$ cat config.mk
export PLATFORM = sky130hd
export DESIGN_NAME = trap_ctrl
export DESIGN_NICKNAME = d
export VERILOG_FILES = /design/src/rtl/trap_pkg.sv /design/src/rtl/trap_prio_enc.sv /design/src/rtl/trap_ctrl.sv
export SDC_FILE = /design/constraint.sdc
export NUM_CORES = 1
export LEC_CHECK = 0
export ABC_AREA = 1
export CAP_MARGIN = 0
export CORE_AREA = 10 10 149 151
export CTS_CLUSTER_SIZE = 30
export DETAILED_ROUTE_END_ITERATION = 6
export DIE_AREA = 0 0 159 161
export GPL_TIMING_DRIVEN = 0
export PLACE_DENSITY = 0.73
export SLEW_MARGIN = 20
export SYNTH_ARGS = -nofsm -noshare
export SYNTH_HDL_FRONTEND = slang
export SYNTH_SLANG_ARGS = --single-unit
export TNS_END_PERCENT = 5
$ cat constraint.sdc
create_clock -name clk -period 1.7 [get_ports clk]
set_input_delay 0.425 -clock clk [delete_from_list [all_inputs] [get_ports clk]]
set_output_delay 0.425 -clock clk [all_outputs]
set_load 0.01 [all_outputs]
$ cat src/rtl/trap_pkg.sv
// Shared types and constants for the M-mode trap controller: cause codes,
// FSM states, tval source selector and the event flag bundle.
package trap_pkg;

    localparam logic [31:0] CAUSE_ILLEGAL = 32'd2;
    localparam logic [31:0] CAUSE_EBREAK  = 32'd3;
    localparam logic [31:0] CAUSE_LD_MIS  = 32'd4;
    localparam logic [31:0] CAUSE_LD_FLT  = 32'd5;
    localparam logic [31:0] CAUSE_ST_MIS  = 32'd6;
    localparam logic [31:0] CAUSE_ST_FLT  = 32'd7;
    localparam logic [31:0] CAUSE_ECALL_M = 32'd11;
    localparam logic [31:0] CAUSE_M_TIMER = 32'h8000_0007;
    localparam logic [31:0] CAUSE_M_EXT   = 32'h8000_000B;

    localparam int unsigned MSTATUS_MIE = 3;
    localparam int unsigned CAUSE_W     = 32;

    typedef enum logic [2:0] {
        ST_IDLE,
        ST_TRAP,
        ST_MRET,
        ST_REDIR,
        ST_FLUSH
    } state_e;

    typedef enum logic [1:0] {
        TVAL_ZERO,
        TVAL_INST,
        TVAL_PC,
        TVAL_ADDR
    } tval_sel_e;

    typedef struct packed {
        logic illegal;
        logic ebreak;
        logic ecall;
        logic ld_mis;
        logic st_mis;
        logic ld_flt;
        logic st_flt;
        logic mret;
        logic ext_irq;
        logic tmr_irq;
        logic mie;
    } trap_flags_t;

endpackage

$ cat src/rtl/trap_prio_enc.sv
// Fixed-priority selection of one trap event; mret ranks below all
// exceptions and above the (MIE-gated) interrupts.
module trap_prio_enc
    import trap_pkg::*;
(
    input  trap_flags_t             flags_i,
    output logic                    hit_o,
    output logic                    mret_o,
    output logic [CAUSE_W-1:0]      cause_o,
    output tval_sel_e               tval_sel_o
);

    always_comb begin
        hit_o      = 1'b0;
        mret_o     = 1'b0;
        cause_o    = '0;
        tval_sel_o = TVAL_ZERO;
        if (flags_i.illegal) begin
            hit_o      = 1'b1;
            cause_o    = CAUSE_ILLEGAL;
            tval_sel_o = TVAL_INST;
        end else if (flags_i.ebreak) begin
            hit_o      = 1'b1;
            cause_o    = CAUSE_EBREAK;
            tval_sel_o = TVAL_PC;
        end else if (flags_i.ecall) begin
            hit_o      = 1'b1;
            cause_o    = CAUSE_ECALL_M;
        end else if (flags_i.ld_mis) begin
            hit_o      = 1'b1;
            cause_o    = CAUSE_LD_MIS;
            tval_sel_o = TVAL_ADDR;
        end else if (flags_i.st_mis) begin
            hit_o      = 1'b1;
            cause_o    = CAUSE_ST_MIS;
            tval_sel_o = TVAL_ADDR;
        end else if (flags_i.ld_flt) begin
            hit_o      = 1'b1;
            cause_o    = CAUSE_LD_FLT;
            tval_sel_o = TVAL_ADDR;
        end else if (flags_i.st_flt) begin
            hit_o      = 1'b1;
            cause_o    = CAUSE_ST_FLT;
            tval_sel_o = TVAL_ADDR;
        end else if (flags_i.mret) begin
            mret_o     = 1'b1;
        end else if (flags_i.ext_irq && flags_i.mie) begin
            hit_o      = 1'b1;
            cause_o    = CAUSE_M_EXT;
        end else if (flags_i.tmr_irq && flags_i.mie) begin
            hit_o      = 1'b1;
            cause_o    = CAUSE_M_TIMER;
        end
    end

endmodule

$ cat src/rtl/trap_ctrl.sv
// Trap entry / mret sequencer: CSR update strobe, pipeline flush and fetch
// redirect. Optional macro TRAP_CTRL_VECTORED_EN enables vectored interrupts.
module trap_ctrl
    import trap_pkg::*;
#(
    parameter int unsigned XLEN         = 32,
    parameter int unsigned FLUSH_CYCLES = 1
) (
    input  logic            clk,
    input  logic            rst,
    input  logic            mem_valid_i,
    input  logic [XLEN-1:0] mem_pc_i,
    input  logic [31:0]     mem_inst_i,
    input  logic [XLEN-1:0] mem_addr_i,
    input  logic            exc_illegal_i,
    input  logic            exc_ecall_i,
    input  logic            exc_ebreak_i,
    input  logic            exc_ld_mis_i,
    input  logic            exc_st_mis_i,
    input  logic            exc_ld_flt_i,
    input  logic            exc_st_flt_i,
    input  logic            mret_i,
    input  logic            ext_irq_i,
    input  logic            tmr_irq_i,
    input  logic            csr_w_i,
    input  logic [XLEN-1:0] mstatus_i,
    input  logic [XLEN-1:0] mtvec_i,
    input  logic [XLEN-1:0] csr_mepc_i,
    input  logic [XLEN-1:0] csr_mcause_i,
    input  logic [XLEN-1:0] csr_mtval_i,
    output logic            is_trap_o,
    output logic            is_mret_o,
    output logic [XLEN-1:0] mepc_o,
    output logic [XLEN-1:0] mcause_o,
    output logic [XLEN-1:0] mtval_o,
    output logic            stall_o,
    output logic            flush_o,
    output logic            redirect_o,
    output logic [XLEN-1:0] redirect_pc_o,
    output logic            busy_o
);

    localparam int unsigned CNT_W = 2;

    state_e             state_q, state_d;
    logic [XLEN-1:0]    mepc_q, mepc_d;
    logic [XLEN-1:0]    cause_q, cause_d;
    logic [XLEN-1:0]    tval_q, tval_d;
    logic [XLEN-1:0]    ret_pc_q, ret_pc_d;
    logic               from_mret_q, from_mret_d;
    logic [CNT_W-1:0]   cnt_q, cnt_d;

    trap_flags_t        flags;
    logic               enc_hit;
    logic               enc_mret;
    logic [CAUSE_W-1:0] enc_cause;
    tval_sel_e          enc_tval_sel;
    logic [XLEN-1:0]    tvec_base;
    logic [XLEN-1:0]    trap_target;

    assign flags = '{
        illegal: exc_illegal_i,
        ebreak:  exc_ebreak_i,
        ecall:   exc_ecall_i,
        ld_mis:  exc_ld_mis_i,
        st_mis:  exc_st_mis_i,
        ld_flt:  exc_ld_flt_i,
        st_flt:  exc_st_flt_i,
        mret:    mret_i,
        ext_irq: ext_irq_i,
        tmr_irq: tmr_irq_i,
        mie:     mstatus_i[MSTATUS_MIE]
    };

    trap_prio_enc u_prio_enc (
        .flags_i    (flags),
        .hit_o      (enc_hit),
        .mret_o     (enc_mret),
        .cause_o    (enc_cause),
        .tval_sel_o (enc_tval_sel)
    );

    assign tvec_base = {mtvec_i[XLEN-1:2], 2'b00};

`ifdef TRAP_CTRL_VECTORED_EN
    // Vectored mode offsets interrupts only; exceptions always land on base.
    always_comb begin
        trap_target = tvec_base;
        if ((mtvec_i[1:0] == 2'b01) && cause_q[XLEN-1]) begin
            trap_target = tvec_base + (XLEN'(cause_q[XLEN-2:0]) << 2);
        end
    end
`else
    assign trap_target = tvec_base;
`endif

    logic unused_ok;
    assign unused_ok = ^{mstatus_i, mtvec_i[1:0]};

    always_ff @(posedge clk) begin
        if (rst) begin
            state_q     <= ST_IDLE;
            mepc_q      <= '0;
            cause_q     <= '0;
            tval_q      <= '0;
            ret_pc_q    <= '0;
            from_mret_q <= 1'b0;
            cnt_q       <= '0;
        end else begin
            state_q     <= state_d;
            mepc_q      <= mepc_d;
            cause_q     <= cause_d;
            tval_q      <= tval_d;
            ret_pc_q    <= ret_pc_d;
            from_mret_q <= from_mret_d;
            cnt_q       <= cnt_d;
        end
    end

    // Next state and state-decoded outputs.
    always_comb begin
        state_d       = state_q;
        mepc_d        = mepc_q;
        cause_d       = cause_q;
        tval_d        = tval_q;
        ret_pc_d      = ret_pc_q;
        from_mret_d   = from_mret_q;
        cnt_d         = cnt_q;
        is_trap_o     = 1'b0;
        is_mret_o     = 1'b0;
        mepc_o        = '0;
        mcause_o      = '0;
        mtval_o       = '0;
        stall_o       = 1'b0;
        flush_o       = 1'b0;
        redirect_o    = 1'b0;
        redirect_pc_o = '0;
        busy_o        = (state_q != ST_IDLE);

        unique case (state_q)
            ST_IDLE: begin
                if (mem_valid_i && enc_hit) begin
                    state_d     = ST_TRAP;
                    from_mret_d = 1'b0;
                    mepc_d      = mem_pc_i;
                    cause_d     = XLEN'(enc_cause);
                    unique case (enc_tval_sel)
                        TVAL_INST: tval_d = XLEN'(mem_inst_i);
                        TVAL_PC:   tval_d = mem_pc_i;
                        TVAL_ADDR: tval_d = mem_addr_i;
                        default:   tval_d = '0;
                    endcase
                end else if (mem_valid_i && enc_mret) begin
                    state_d     = ST_MRET;
                    from_mret_d = 1'b1;
                end
            end
            ST_TRAP: begin
                is_trap_o = 1'b1;
                stall_o   = 1'b1;
                flush_o   = 1'b1;
                mepc_o    = mepc_q;
                mcause_o  = cause_q;
                mtval_o   = tval_q;
                // A committing CSR write wins the CSR port; retry next cycle.
                if (!csr_w_i) begin
                    state_d = ST_REDIR;
                end
            end
            ST_MRET: begin
                is_mret_o = 1'b1;
                stall_o   = 1'b1;
                flush_o   = 1'b1;
                mepc_o    = csr_mepc_i;
                mcause_o  = csr_mcause_i;
                mtval_o   = csr_mtval_i;
                if (!csr_w_i) begin
                    state_d  = ST_REDIR;
                    ret_pc_d = csr_mepc_i;
                end
            end
            ST_REDIR: begin
                redirect_o    = 1'b1;
                flush_o       = 1'b1;
                redirect_pc_o = from_mret_q ? ret_pc_q : trap_target;
                if (FLUSH_CYCLES > 0) begin
                    state_d = ST_FLUSH;
                    cnt_d   = CNT_W'(FLUSH_CYCLES - 1);
                end else begin
                    state_d = ST_IDLE;
                end
            end
            ST_FLUSH: begin
                flush_o = 1'b1;
                if (cnt_q == '0) begin
                    state_d = ST_IDLE;
                end else begin
                    cnt_d = cnt_q - CNT_W'(1);
                end
            end
            default: begin
                state_d = ST_IDLE;
            end
        endcase
    end

endmodule

==> flow_summary.toml, run 1 <==
[critical_path]
worst-path-stages = 9
cpPeakStageDelay_ps = 330
timing.critical_path.required_ps = 1270
crit_path_start = "state_q[1]"
worstSetupEndpoint = "mtval_o[4]"
critPathCaptureType = "output port"
path_class = "flop to output port"
worst_setup_path_start_kind = "flop"
crit-reg2reg-capture = "ret_pc_q[13]"
r2r_start = "state_q[1]"
critical_path_buf_inv_count = 6
worstPathMaxFanout = 6
ff_to_ff_path_depth = 9
r2r_setup_slack_ps = 110
worst_path_cell_chain = "inv_4 > nor2_4 > nand2_2 > buf_8 > inv_12 > buf_12 > buf_16 > a22o_1 > buf_2"
crit_arrival_ps = 1680
critPathSlowestCell = "sky130_fd_sc_hd__dfxtp_2"
timing.critical_path.max_delay_family = "buffers and inverters"

[route]
avgRoutedWirePerCell_um = 18.3
drt-total-wl_mm = 30.6
drtIter0Drc = 548
detail-route-antenna-nets = 0
routed-via-count = 7884
detail_route.drc_violations = 0
drt_pass1_iterations = 7
detail_route.vias_per_cell = 4.70

[finish]
drive_gt1_share_pct = 19.0
design_area_mm2 = 0.0107
nets = 1675
flow.area_growth_from_synthesis_pct = 73.3
fillers = 1946

[logic_synthesis]
synth_top_cell_area_share_pct = 34.5
synth_most_common_cell = "sky130_fd_sc_hd__nand2_1"
synth.avg_cell_area_um2 = 6.13
post_syn_area_mm2 = 0.00620
ys_ff_latch = 107
synth_ff_type = "sky130_fd_sc_hd__dfxtp_1"
synth_enable_flop_cells = 0
synth.lib_cells_used.distinct = 26
post_synth_main_area_contributors = "sky130_fd_sc_hd__dfxtp_1 35%, sky130_fd_sc_hd__nand2_1 21%, sky130_fd_sc_hd__a21oi_1 8.3%"
share_of_the_yosys_chip_area_belonging_to_registers_pct = 34.5
mappedNetlistNets = 1283
yosys_warnings = 0
post-synth-top-area-cell = "sky130_fd_sc_hd__dfxtp_1"
yosys-top-cells-count = "342 x sky130_fd_sc_hd__nand2_1, 110 x sky130_fd_sc_hd__inv_1, 107 x sky130_fd_sc_hd__dfxtp_1"
synth-async-reset-ratio_pct = 0
netlist_instances = 1012

[global_routing]
grt_usage_pct = 22.1
globalRoute.totalOverflow = 0
grt_start_max_net_pins = 18
global_route_wire_length_before_repair_mm = 45.1
first_global_vias = 7685
number_of_antenna_violations_at_the_first_check_in_global_routing = 2

[floorplanning]
die_width_um = 159
rows = 51
core_ar_mm2 = 0.0192
die_h_um = 161
die-area_mm2 = 0.0256
ios = 404
initial_core_util_pct = 32.3

[timing]
setup_tns_ps = -36950
final_min_period_over_clock_period_pct = 124
slew-limit-headroom_pct = 57.2
worst_slack_ps = -400
grt_setup_unrepaired = "yes"
final_period_minus_worst_setup_slack_ps = 2100
setup_violations = 133
finalHoldViolations = 0
maxSlewViolCount = 0
final.hold.worst_slack_ps = 449
fin_clk_skew_ps = 7.31
tightest_slew_ps = 642
clock.fmax_ghz = 0.476

[placement]
cell_area_placed_mm2 = 0.0102
gp_congestion = 0.919
detailed_place_hpwl_mm = 24.9
io_buffers = 368

[clock_network]
path_clk_slew_ps = 80
ctsHoldBuffers = 0
numCtsBuffers = 9
clock_tree_from_tritoncts = "yes"
cts_root_buf = "sky130_fd_sc_hd__clkbuf_16"
h_tree_levels = 3
clock_path_buffers = 2
clock_insertion_delay_worst_skew_ps = 350
clock_sink_count = 107

[status]
violations = "negative setup slack"
outcome = "finished with violations"

[hold_path]
hold_path.class = "input port to flop"

[power_and_ir_drop]
power.density_cell_area_mw_per_mm2 = 1100
vdd_drop_max_uv = 574
power_mw = 11.8
leakage_nw = 4.94

[run]
max_cap_viol_count = 0
==> power by group <==
group | internal, mW | switching, mW | leakage, nW
combinational | 2.87 | 3.50 | 3.91
sequential | 2.96 | 0.197 | 0.877
clock | 1.30 | 1.01 | 0.157
==> how the worst min path moves through the flow <==
stage | start | end | slack [ps] | cells past startpoint
after floorplan | cnt_q[0] | cnt_q[0] | 420 | 1
after global placement | mepc_q[11] | mepc_q[11] | 430 | 2
after detailed placement | mepc_q[15] | mepc_q[15] | 440 | 2
after CTS | mepc_q[15] | mepc_q[15] | 450 | 2
after global routing | exc_ld_mis_i | cause_q[1] | 450 | 4
final | exc_ld_mis_i | cause_q[1] | 450 | 4
==> stage by stage <==
step / setup slack [ps] / utilization [%] / std cells
3_5_place_dp: -847 / 53.2 / 1645
4_1_cts: -398 / 55.1 / 1669
3_3_place_gp: -853 / 53.2 / 1645
2_1_floorplan: 53.7 / - / 1012
6_report: -400 / 56.0 / 1676
5_1_grt: -464 / 56.0 / 1676
==> routing by layer <==
metal  track usage (%)  routed length [um]  vias to the layer above
met4              7.46                 617                        0
li1                  -                   -                     4035
met5                 0                   0                        -
met3              4.22                1750                       31
met2              37.8               15000                      296
met1              27.3               13300                     3522
==> cell type report <==
class / instances / area (um^2) / area share [%]
repair buffers: 381 / 3460 / 32.2
multi-input cells: 715 / 3410 / 31.7
flip-flops and latches: 107 / 2150 / 20.0
plain buffers: 73 / 591 / 5.49
inverters: 116 / 475 / 4.42
well taps: 265 / 332 / 3.08
clock buffers: 10 / 229 / 2.13
clock inverters: 6 / 87.6 / 0.815
repair inverters: 1 / 8.76 / 0.0815
diodes: 2 / 5.00 / 0.0466
==> cell families after synthesis <==
logic type	share of synthesized area (%)
buffers and inverters	12.8
AOI/OAI and AO/OA	19.5
DFF	34.5
and+or+nand+nor	32.9
adders and majority gates	0.202
==> cells in the final DEF (no fill, tap or decap), types with 4 or more instances in the layout <==
| master | netlist | final |
|---|---|---|
| sky130_fd_sc_hd__dlymetal6s2s_1 | 0 | 5 |
| sky130_fd_sc_hd__clkdlybuf4s15_2 | 0 | 33 |
| sky130_fd_sc_hd__clkbuf_8 | 0 | 5 |
| sky130_fd_sc_hd__buf_4 | 0 | 17 |
| sky130_fd_sc_hd__inv_4 | 0 | 4 |
| sky130_fd_sc_hd__nor2_1 | 45 | 24 |
| sky130_fd_sc_hd__buf_8 | 0 | 9 |
| sky130_fd_sc_hd__clkdlybuf4s50_1 | 0 | 229 |
| sky130_fd_sc_hd__a21oi_1 | 103 | 102 |
| sky130_fd_sc_hd__nor2_4 | 1 | 5 |
| sky130_fd_sc_hd__o21ai_2 | 0 | 4 |
| sky130_fd_sc_hd__a22o_1 | 35 | 35 |
| sky130_fd_sc_hd__buf_2 | 22 | 99 |
| sky130_fd_sc_hd__o21ai_0 | 51 | 35 |
| sky130_fd_sc_hd__o21ai_1 | 23 | 35 |
| sky130_fd_sc_hd__nand2_2 | 2 | 9 |
| sky130_fd_sc_hd__nand2_1 | 342 | 333 |
| sky130_fd_sc_hd__buf_6 | 7 | 14 |
| sky130_fd_sc_hd__clkbuf_1 | 37 | 19 |
| sky130_fd_sc_hd__inv_1 | 110 | 107 |
| sky130_fd_sc_hd__clkbuf_2 | 1 | 10 |
| sky130_fd_sc_hd__buf_12 | 0 | 5 |
| sky130_fd_sc_hd__nand3_1 | 103 | 103 |
| sky130_fd_sc_hd__clkbuf_16 | 0 | 11 |
| sky130_fd_sc_hd__dfxtp_1 | 107 | 103 |
| sky130_fd_sc_hd__nor2_2 | 0 | 17 |
==> state kept, by name, summed over array words and instances, names as in the netlist <==
| signal | flops |
|---|---|
| state_q | 3 |
| from_mret_q | 1 |
| cnt_q | 2 |
| cause_q | 5 |
| tval_q | 32 |
| ret_pc_q | 32 |
| mepc_q | 32 |
==> tightest hold or removal path: stages <==
cell                             delay [ps]
sky130_fd_sc_hd__dlymetal6s2s_1         120
sky130_fd_sc_hd__nor2_1                  60
sky130_fd_sc_hd__nor2_1                  90
sky130_fd_sc_hd__nor2_1                  50
==> timing repair <==
| item | in CTS | in global routing |
|---|---|---|
| resized for setup | 640 | 75 |
| cloned | 2 | 3 |
| endpoints found under the setup margin | 236 | 236 |
| setup buffers | 7 | 2 |
| pin swaps | 3 | 4 |
Note: power is estimated with default switching activity, not from simulation.
==> inputs of run 2 (changes only) <==
PLACE_DENSITY = 0.72   (was 0.73)
==> run 2 against run 1 <==
  * The flow finishes with violations (design-rule violations, negative setup slack)
  * Final area rose by 2.0%
  * Sequential power barely moved
  * Setup slack got worse by 8.3 ps
  * Via count increased by 1.5%
  * Critical path depth shrank 2
  * Utilization up 1.1 points
  * Clock power decreased by 3%
  * Non-clock buffer count grew 11
  * Maximum frequency down 0.39%
  * Flip-flop and latch count unchanged
  * Final cell count increased by 0.60%
  * Critical endpoint is now mtval_o[31]
  * Largest power group unchanged
  * Highest routed layer unchanged
==> flow_summary.toml, run 2 (synthesis gave the netlist of run 1 again) <==
[timing]
setup_tns_ps = -41670
slew-limit-headroom_pct = 58.6
tightest_slew_ps = 622
fin_clk_skew_ps = 9.92
maxSlewViolCount = 0
worst_slack_ps = -409
final_min_period_over_clock_period_pct = 124
clock.fmax_ghz = 0.474
finalHoldViolations = 0
grt_setup_unrepaired = "yes"
final_period_minus_worst_setup_slack_ps = 2110
setup_violations = 134

[global_routing]
globalRoute.totalOverflow = 0
global_route_wire_length_before_repair_mm = 45.9
grt_usage_pct = 22.6
first_global_vias = 7752
grt_start_max_net_pins = 18
number_of_antenna_violations_at_the_first_check_in_global_routing = 2

[route]
detail_route.drc_violations = 4
avgRoutedWirePerCell_um = 18.8
drt-total-wl_mm = 31.6
routed-via-count = 8002
detail_route.vias_per_cell = 4.75
detail-route-antenna-nets = 0
drtIter0Drc = 542
drt_pass1_iterations = 7

[floorplanning]
die_h_um = 161
initial_core_util_pct = 32.3
die_width_um = 159
rows = 51
core_ar_mm2 = 0.0192
die-area_mm2 = 0.0256
ios = 404

[critical_path]
cpPeakStageDelay_ps = 380
r2r_setup_slack_ps = 0
timing.critical_path.required_ps = 1270
cell_with_the_most_instances_on_the_worst_path = "sky130_fd_sc_hd__buf_12"
worst_path_cell_chain = "inv_2 > nand2_4 > buf_12 > clkinv_16 > buf_12 > a22o_4 > buf_2"
crit_arrival_ps = 1680
critical_path_buf_inv_count = 5
worstPathMaxFanout = 10
critPathSlowestCell = "sky130_fd_sc_hd__dfxtp_4"
path_class = "flop to output port"
timing.critical_path.max_delay_family = "buffers and inverters"
critPathCaptureType = "output port"
worst_setup_path_start_kind = "flop"

[clock_network]
clock_tree_from_tritoncts = "yes"
cts_root_buf = "sky130_fd_sc_hd__clkbuf_16"
clock_path_buffers = 2
numCtsBuffers = 9
h_tree_levels = 3
clock_insertion_delay_worst_skew_ps = 370
clock_sink_count = 107
path_clk_slew_ps = 80

[finish]
utilization_pct = 57.1
layout_top_registers = "mepc_q (32), ret_pc_q (32), tval_q (32)"
drive_gt1_share_pct = 20.9
nets = 1686
fillers = 1916
commonest_cells_after_routing_fill_and_taps_aside = "327 x sky130_fd_sc_hd__nand2_1, 229 x sky130_fd_sc_hd__clkdlybuf4s50_1, 103 x sky130_fd_sc_hd__dfxtp_1"
final_common_cell = "sky130_fd_sc_hd__nand2_1"
flow.area_growth_from_synthesis_pct = 76.8

[placement]
detailed_place_hpwl_mm = 24.9
gp_congestion = 0.919
io_buffers = 368

[power_and_ir_drop]
leakage_nw = 5.10
power.density_cell_area_mw_per_mm2 = 1120
power_mw = 12.3
vdd_drop_max_uv = 630

[run]
max_cap_viol_count = 0

[status]
outcome = "finished with violations"
violations = "design-rule violations, negative setup slack"

[hold_path]
hold_path.class = "input port to flop"
==> run 2: changes by cell type in the layout (fill, tap and decap cells not counted), sizes merged, moves of 2 or more <==
cell / previous run / this run
inv: 117 / 114
clkinv: 4 / 6
clkdlybuf4s15: 33 / 1
clkbuf: 48 / 50
buf: 148 / 189
==> run 2: cell type report <==
cell class | count | area (um^2) | share of cell area, %
Timing Repair Buffer | 393 | 3580 | 32.7
Multi-Input combinational cell | 715 | 3500 | 31.9
Sequential cell | 107 | 2150 | 19.6
Buffer | 72 | 578 | 5.27
Inverter | 116 | 492 | 4.48
Tap cell | 265 | 332 | 3.02
Clock buffer | 10 | 239 | 2.18
Clock inverter | 5 | 60.1 | 0.548
Timing Repair inverter | 1 | 30.0 | 0.274
Antenna cell | 2 | 5.00 | 0.0456
==> run 2: routing by layer <==
metal,GRT usage (%),routed length [um]
met3,4.68,1750
met5,0,0
met4,7.92,719
met1,27.3,13300
met2,39.0,15900
==> run 2: report_power, final <==
group | total (mW) | internal, mW | switching (mW)
clock | 2.23 | 1.19 | 1.04
combinational | 6.93 | 3.19 | 3.74
sequential | 3.17 | 2.97 | 0.205
total | 12.3 | 7.34 | 4.99
==> run 2: stage by stage <==
step / hold slack [ps] / worst slack, ps / instances / area (um^2)
2_1_floorplan: 423 / 53.7 / 1012 / 6200
3_3_place_gp: 435 / -829 / 1645 / 10200
3_5_place_dp: 439 / -827 / 1645 / 10200
4_1_cts: 450 / -441 / 1671 / 10600
5_1_grt: 456 / -462 / 1686 / 11000
6_report: 451 / -409 / 1686 / 11000
==> run 2: what timing repair did <==
action	4_1_cts	5_1_grt
cloned	2	7
pin swaps	2	7
setup endpoints to repair	234	234
gates resized for setup	627	196
hold buffers	0	0
setup buffers	10	7
==> run 2: worst paths after layout <==
| kind | start | to | cells past startpoint |
|---|---|---|---|
| setup / recovery | state_q[0] | mtval_o[31] | 7 |
| hold / removal | exc_ld_mis_i | cause_q[1] | 4 |
| setup reg to reg | state_q[1] | ret_pc_q[30] | 9 |
| hold reg to reg | mepc_q[5] | mepc_q[5] | 2 |
==> run 2: worst min-delay path, cell delays in order <==
cell and delay (ps):
sky130_fd_sc_hd__dlymetal6s2s_1 120, sky130_fd_sc_hd__nor2_1 60, sky130_fd_sc_hd__nor2_1 100, sky130_fd_sc_hd__nor2_1 60
